<file path="src/rtl/kyber_pkg.sv">
// -----------------------------------------------------------------------------
// kyber_pkg
//   Shared constants and types for the Kyber rejection-sampling (Parse) stream.
//   KYBER_Q        modulus; a 12-bit candidate is kept iff it is below this value
//   KYBER_N        coefficients per polynomial
//   KYBER_K_MAX    maximum polynomials generated per start (one A-matrix row)
//   KYBER_COEFF_W  candidate/coefficient width
//   coeff_t        one 12-bit candidate or coefficient
//   parse_state_t  sampler FSM states
// -----------------------------------------------------------------------------
package kyber_pkg;

  localparam int KYBER_Q       = 3329;
  localparam int KYBER_N       = 256;
  localparam int KYBER_K_MAX   = 4;
  localparam int KYBER_COEFF_W = 12;

  typedef logic [KYBER_COEFF_W-1:0] coeff_t;

  // COLLECT gathers one 3-byte group; EMIT0/EMIT1 offer its two candidates.
  typedef enum logic [1:0] {
    ST_IDLE    = 2'd0,
    ST_COLLECT = 2'd1,
    ST_EMIT0   = 2'd2,
    ST_EMIT1   = 2'd3
  } parse_state_t;

endpackage

</file>
<file path="src/rtl/parse_cand_unit.sv">
// -----------------------------------------------------------------------------
// parse_cand_unit
//   Purely combinational split of one 3-byte XOF group into two 12-bit
//   candidates and their accept flags.
//   Ports:
//     b0_i, b1_i, b2_i  in   8   bytes of the group, in arrival order
//     d1_o              out  12  b0 + 256*(b1 & 0xF)
//     d2_o              out  12  (b1 >> 4) + 16*b2
//     acc1_o, acc2_o    out  1   candidate is below the modulus Q
// -----------------------------------------------------------------------------
module parse_cand_unit
  import kyber_pkg::*;
#(
  parameter int Q = KYBER_Q
) (
  input  logic [7:0] b0_i,
  input  logic [7:0] b1_i,
  input  logic [7:0] b2_i,
  output coeff_t     d1_o,
  output coeff_t     d2_o,
  output logic       acc1_o,
  output logic       acc2_o
);

  localparam coeff_t Q_C = coeff_t'(Q);

  // Both candidates are plain bit concatenations, so they can never overflow.
  assign d1_o   = {b1_i[3:0], b0_i};
  assign d2_o   = {b2_i, b1_i[7:4]};
  assign acc1_o = (d1_o < Q_C);
  assign acc2_o = (d2_o < Q_C);

endmodule

</file>
<file path="src/rtl/parse_stream.sv">
// -----------------------------------------------------------------------------
// parse_stream
//   Streaming Kyber Parse sampler. Pulls XOF bytes on a valid/ready input,
//   forms two 12-bit candidates per 3-byte group, drops candidates >= Q and
//   streams accepted coefficients out. One start produces num_poly polynomials
//   of N coefficients back-to-back.
//
//   Handshake rule (both streams): a transfer happens on a rising clk edge
//   where valid and ready are both high; once out_valid is raised, out_coeff,
//   out_idx, out_poly and out_last hold steady until that transfer occurs.
//   in_ready is only ever high in COLLECT, so no byte is fetched ahead of use.
//
//   Ports:
//     clk, rst    in        clock, synchronous active-high reset
//     start       in   1    begin a job (sampled only while idle)
//     num_poly    in   KP_W polys for this job, latched at start (0 -> 1)
//     in_valid    in   1    XOF byte valid
//     in_ready    out  1    sampler will take a byte
//     in_data     in   8    XOF byte
//     out_valid   out  1    coefficient valid
//     out_ready   in   1    sink takes the coefficient
//     out_coeff   out  COEFF_W accepted coefficient (< Q)
//     out_idx     out  IDX_W   coefficient index within its polynomial
//     out_poly    out  KP_W    polynomial index within the job
//     out_last    out  1    final coefficient of the final polynomial
//     busy        out  1    job in progress
//     done        out  1    one-cycle pulse after the final coefficient
//     rej_cnt     out  16   rejected candidates since start
//
//   Build option: define PARSE_STATS_EN to include the saturating reject
//   counter; without it rej_cnt is tied to zero and nothing else changes.
// -----------------------------------------------------------------------------
module parse_stream
  import kyber_pkg::*;
#(
  parameter int Q       = KYBER_Q,
  parameter int N       = KYBER_N,
  parameter int K_MAX   = KYBER_K_MAX,
  parameter int COEFF_W = KYBER_COEFF_W,
  parameter int IDX_W   = $clog2(N),
  parameter int KP_W    = $clog2(K_MAX + 1)
) (
  input  logic               clk,
  input  logic               rst,
  input  logic               start,
  input  logic [KP_W-1:0]    num_poly,
  input  logic               in_valid,
  output logic               in_ready,
  input  logic [7:0]         in_data,
  output logic               out_valid,
  input  logic               out_ready,
  output logic [COEFF_W-1:0] out_coeff,
  output logic [IDX_W-1:0]   out_idx,
  output logic [KP_W-1:0]    out_poly,
  output logic               out_last,
  output logic               busy,
  output logic               done,
  output logic [15:0]        rej_cnt
);

  parse_state_t      state_q, state_d;
  logic [1:0]        byte_sel_q, byte_sel_d;
  logic [7:0]        b0_q, b0_d, b1_q, b1_d, b2_q, b2_d;
  logic [IDX_W-1:0]  idx_q, idx_d;
  logic [KP_W-1:0]   poly_q, poly_d;
  logic [KP_W-1:0]   np_q, np_d;
  logic              done_q, done_d;
  logic              rej_inc, rej_clr;

  coeff_t            d1, d2, cur_coeff;
  logic              acc1, acc2;
  logic              emit_acc, last_idx, last_poly;
  parse_state_t      after_emit;

  parse_cand_unit #(.Q(Q)) u_cand (
    .b0_i   (b0_q),
    .b1_i   (b1_q),
    .b2_i   (b2_q),
    .d1_o   (d1),
    .d2_o   (d2),
    .acc1_o (acc1),
    .acc2_o (acc2)
  );

  // Outputs come straight from the held group registers and counters, so
  // they are stable for as long as the FSM waits in an EMIT state.
  assign emit_acc  = ((state_q == ST_EMIT0) && acc1) || ((state_q == ST_EMIT1) && acc2);
  assign cur_coeff = (state_q == ST_EMIT1) ? d2 : d1;
  assign last_idx  = (idx_q == IDX_W'(N - 1));
  assign last_poly = (poly_q == (np_q - KP_W'(1)));
  assign after_emit = (state_q == ST_EMIT0) ? ST_EMIT1 : ST_COLLECT;

  assign in_ready  = (state_q == ST_COLLECT);
  assign out_valid = emit_acc;
  assign out_coeff = emit_acc ? COEFF_W'(cur_coeff) : '0;
  assign out_idx   = idx_q;
  assign out_poly  = poly_q;
  assign out_last  = emit_acc && last_idx && last_poly;
  assign busy      = (state_q != ST_IDLE);
  assign done      = done_q;

  always_comb begin
    state_d    = state_q;
    byte_sel_d = byte_sel_q;
    b0_d       = b0_q;
    b1_d       = b1_q;
    b2_d       = b2_q;
    idx_d      = idx_q;
    poly_d     = poly_q;
    np_d       = np_q;
    done_d     = 1'b0;
    rej_inc    = 1'b0;
    rej_clr    = 1'b0;

    case (state_q)
      ST_IDLE: begin
        if (start) begin
          state_d    = ST_COLLECT;
          byte_sel_d = 2'd0;
          idx_d      = '0;
          poly_d     = '0;
          rej_clr    = 1'b1;
          if (num_poly == '0)                    np_d = KP_W'(1);
          else if (num_poly > KP_W'(K_MAX))      np_d = KP_W'(K_MAX);
          else                                   np_d = num_poly;
        end
      end

      ST_COLLECT: begin
        if (in_valid) begin
          case (byte_sel_q)
            2'd0:    begin b0_d = in_data; byte_sel_d = 2'd1; end
            2'd1:    begin b1_d = in_data; byte_sel_d = 2'd2; end
            default: begin
              b2_d       = in_data;
              byte_sel_d = 2'd0;
              state_d    = ST_EMIT0;
            end
          endcase
        end
      end

      ST_EMIT0, ST_EMIT1: begin
        if (!emit_acc) begin
          // Rejected candidate costs exactly one cycle.
          rej_inc = 1'b1;
          state_d = after_emit;
        end else if (out_ready) begin
          if (last_idx) begin
            idx_d = '0;
            if (last_poly) begin
              state_d = ST_IDLE;
              done_d  = 1'b1;
            end else begin
              // A new polynomial always starts on a fresh group; any
              // pending d2 of the current group is dropped uncounted.
              poly_d  = poly_q + KP_W'(1);
              state_d = ST_COLLECT;
            end
          end else begin
            idx_d   = idx_q + IDX_W'(1);
            state_d = after_emit;
          end
        end
      end

      default: state_d = ST_IDLE;
    endcase
  end

  always_ff @(posedge clk) begin
    if (rst) begin
      state_q    <= ST_IDLE;
      byte_sel_q <= 2'd0;
      b0_q       <= '0;
      b1_q       <= '0;
      b2_q       <= '0;
      idx_q      <= '0;
      poly_q     <= '0;
      np_q       <= '0;
      done_q     <= 1'b0;
    end else begin
      state_q    <= state_d;
      byte_sel_q <= byte_sel_d;
      b0_q       <= b0_d;
      b1_q       <= b1_d;
      b2_q       <= b2_d;
      idx_q      <= idx_d;
      poly_q     <= poly_d;
      np_q       <= np_d;
      done_q     <= done_d;
    end
  end

`ifdef PARSE_STATS_EN
  logic [15:0] rej_q, rej_d;

  always_comb begin
    rej_d = rej_q;
    if (rej_clr)                         rej_d = '0;
    else if (rej_inc && (rej_q != 16'hFFFF)) rej_d = rej_q + 16'd1;
  end

  always_ff @(posedge clk) begin
    if (rst) rej_q <= '0;
    else     rej_q <= rej_d;
  end

  assign rej_cnt = rej_q;
`else
  logic unused_stats;
  assign unused_stats = rej_inc ^ rej_clr;
  assign rej_cnt      = '0;
`endif

endmodule

</file>
<file path="config.mk">
export PLATFORM = sky130hd
export DESIGN_NAME = parse_stream
export DESIGN_NICKNAME = d
export VERILOG_FILES = /design/src/rtl/kyber_pkg.sv /design/src/rtl/parse_cand_unit.sv /design/src/rtl/parse_stream.sv
export SDC_FILE = /design/constraint.sdc
export NUM_CORES = 1
export LEC_CHECK = 0
export CAP_MARGIN = 0
export CORE_ASPECT_RATIO = 0.7
export CORE_MARGIN = 10
export CORE_UTILIZATION = 44
export DETAILED_ROUTE_END_ITERATION = 10
export PLACE_DENSITY = 0.86
export SETUP_SLACK_MARGIN = 0.05
export SLEW_MARGIN = 20
export SYNTH_ARGS = -nofsm -noshare
export SYNTH_HDL_FRONTEND = slang
export SYNTH_SLANG_ARGS = --single-unit
</file>
<file path="constraint.sdc">
create_clock -name clk -period 1.9 [get_ports clk]
set_input_delay 0.285 -clock clk [delete_from_list [all_inputs] [get_ports clk]]
set_output_delay 0.285 -clock clk [all_outputs]
set_load 0.01 [all_outputs]
</file>
==> results.sh, run 1 <==
export IMPL_ir_drop_mv=0.491
export IMPL_maxCapViolations=0
export IMPL_grt_first_pass_wirelength_mm=13.6
export IMPL_ff_latch_area_sq_um=871
export IMPL_path_max_fanout=2
export IMPL_clock_path_buffers=2
export IMPL_hold_buffers=0
export IMPL_cp_buffers_inverters=3
export IMPL_initial_core_util=0.467
export IMPL_crit_path_top_delay_cell="dfxtp_1"
export IMPL_place_congestion=0.924
export IMPL_n_antenna_cell=0
export IMPL_grt_pass1_vias=2647
export IMPL_clock_latency_ns=0.32
export IMPL_portBuffers=43
export IMPL_core_area_sq_um=4890
export IMPL_antenna_found_initial=0
export IMPL_cts_sinks=43
export IMPL_p_per_area_nw_per_um2=545
export IMPL_area_growth_synth_to_final_pct=57.8
export IMPL_cp_arrival_ns=2.06
export IMPL_routed_wl_mm=9.92
export IMPL_netlist_area_sq_um=2280
export IMPL_synth_top_area_share=0.377
export IMPL_cts_htree_levels=2
export IMPL_setup_viol=27
export IMPL_antenna_left=0
export IMPL_ys_seq_elements=43
export IMPL_critical_path_class="reg -> out"
export IMPL_wl_per_cell_um=21.3
export IMPL_required_ns=1.62
export IMPL_slowest_delay_ns=0.36
export IMPL_synth_warnings=0
export IMPL_cts_tree="done"
export IMPL_multi_input_area_sq_um=1520
export IMPL_yosys_top_cells_count="nand2_1, dfxtp_1, a21oi_1, nor2_1, mux2i_1"
export IMPL_drc=0
export IMPL_hold_viol_final=0
export IMPL_synth_distinct_cells=45
export IMPL_num_io_pins=60
export IMPL_setup_ws_ns=-0.441
export IMPL_fmax_mhz=427
export IMPL_synth_top_flop_cell="dfxtp_1"
export IMPL_skew_ns=0.0125
export IMPL_synth_yosys_seq_area_share=0.377
export IMPL_fp_dieW_um=106
export IMPL_die_area_sq_um=8520
export IMPL_fin_crit_sh=1.23
export IMPL_grt_max_degree=25
export IMPL_root_buffer="clkbuf_8"
export IMPL_rows=21
export IMPL_final_cells=465
export IMPL_fin_crit_ns=2.34
export IMPL_first_pass_iters=5
export IMPL_initialDrtViolationCount=377
export IMPL_netlist_top_cells_area="dfxtp_1, nand2_1, a21oi_1, mux2i_1, buf_4"
export IMPL_synthCells=283
export IMPL_slew_viol_final=0
export IMPL_crit_family="compound AO/OA/AOI/OAI gates"
export IMPL_rsz0062_at_grt="true"
export IMPL_hp_class="reg -> reg"
export IMPL_place_inst=442
export IMPL_fillers=305
export IMPL_place_ws_ns=-0.451
export IMPL_synth_edff_count=0
export IMPL_grt_overflow_total=0
export IMPL_violations="setup timing"
export IMPL_synth_area_leader_cell="dfxtp_1"
export IMPL_track_usage=0.196
export IMPL_chipHeight_um=80.3
export IMPL_p_leak_nw=1.46
export IMPL_drive_gt1_frac=0.374
export IMPL_yosysMostFrequentCell="nand2_1"
export IMPL_path_clk_slew_ns=0.08
export IMPL_synth_async_sr_flop_share=0
export IMPL_dp_hpwl_mm=5.38
export IMPL_status="finished with violations"
export IMPL_startpoint_type="register"
export IMPL_cts_buffers=5
export IMPL_fin_nets=414
export IMPL_vias=2853
export IMPL_syn_avg_cell_area_sq_um=8.07
export IMPL_routed_via_density=6.14
export IMPL_critical_path_cell_chain="nor4_4 > a21oi_2 > a311oi_4 > buf_4 > buf_6 > o21ai_4 > nor2_2 > buf_2"
export IMPL_endpoint_kind="output port"
-- sequential cells by signal, indices dropped and copies added (netlist names), 2 cells and up --
signal	count
np_q	3
out_poly	3
out_idx	8
b2_q	8
b1_q	8
byte_sel_q	2
b0_q	8
state_q	2
-- metal layers --
metal  global-route usage  routed length, um  up-vias
li1                     -                  -     1185
met1                0.227               3750     1329
met5                    0                  0        -
met2                0.332               4440      270
met3               0.0646               1160       69
met4               0.0795                569        0
-- cell families after synthesis --
group,Yosys count,share of synthesized area
compound gates,59,0.168
flops,43,0.377
buf+inv,34,0.0833
fa+ha+maj,3,0.0164
mux,17,0.0745
xor+xnor,5,0.0192
other cells,1,0.00164
simple gates,121,0.260
-- where the power goes --
group	internal, mW	switching, mW	total, mW
clock network	0.426	0.345	0.770
registers	0.916	0.0186	0.935
logic	0.119	0.140	0.259
-- worst paths after layout --
kind                 from     endpoint  slack (ns)  depth (start not counted)
setup reg to reg  b0_q[5]  out_poly[2]       -0.43                         10
hold / removal    np_q[1]      np_q[1]        0.50                          2
hold reg to reg   np_q[1]      np_q[1]        0.50                          2
setup / recovery  b0_q[5]     out_last       -0.44                          8
-- per-stage QoR --
step,total power [mW],setup TNS [ns],hold WS (ns),util,cell area (sq um)
after floorplan,1.08,0,0.421,-,2340
after detailed placement,1.17,-6.73,0.459,0.646,3160
final,1.96,-8.68,0.499,0.737,3600
after global placement,1.16,-4.92,0.458,0.646,3160
after global routing,2.00,-8.72,0.539,0.737,3600
after CTS,1.92,-5.29,0.471,0.711,3470
-- worst min-delay path: cells and delay by family, from the launching register on --
family           cells  cell delay [ns]
flip-flops           1             0.34
AO/OA/AOI/OAI        1             0.06
AND/OR/NAND/NOR      1             0.07
-- cell type report --
| type | count | share of cell area |
|---|---|---|
| inverters | 6 | 0.00694 |
| well taps | 69 | 0.0240 |
| clock buffers | 6 | 0.0229 |
| repair buffers | 117 | 0.272 |
| clock inverters | 2 | 0.00972 |
| flip-flops and latches | 43 | 0.242 |
| multi-input cells | 222 | 0.423 |
-- layout by cell type, fill, tap and decap left out, types with 2 or more instances in the layout --
master	count
buf_2	13
and2_1	2
or4_4	3
o31ai_1	4
nor2_4	2
nor4_4	4
clkdlybuf4s50_1	27
o21ai_0	5
or3_1	2
a21oi_1	18
dfxtp_1	37
o21a_1	2
buf_4	61
a21oi_2	17
a311oi_4	2
conb_1	16
nand2b_1	3
nand4_1	2
xnor2_1	4
mux2i_1	16
ha_1	3
nand3_1	8
nor2b_1	3
buf_6	13
dfxtp_2	5
nand2_1	51
nor2_1	24
clkbuf_8	6
inv_1	5
-- timing repair --
item / CTS / global route
gates resized for setup: 100 / 27
hold endpoints to repair: 0 / 0
setup buffers: 11 / 3
endpoints found under the setup margin: 27 / 29
gates cloned: 1 / 0
pin swaps: 22 / 16
No activity file was read; power rests on OpenSTA's default activity.
==> run 2: changes to the inputs <==
--- a/config.mk
+++ b/config.mk
@@ -5,10 +5,12 @@
 export SDC_FILE = /design/constraint.sdc
 export NUM_CORES = 1
 export LEC_CHECK = 0
+export ABC_CLOCK_PERIOD_IN_PS = 1900
 export CAP_MARGIN = 0
 export CORE_ASPECT_RATIO = 0.7
 export CORE_MARGIN = 10
 export CORE_UTILIZATION = 44
+export CTS_CLUSTER_DIAMETER = 60
 export DETAILED_ROUTE_END_ITERATION = 10
 export PLACE_DENSITY = 0.86
 export SETUP_SLACK_MARGIN = 0.05
==> results of run 2 <==
The final DEF is identical to that of run 1; final timing and power are the same.
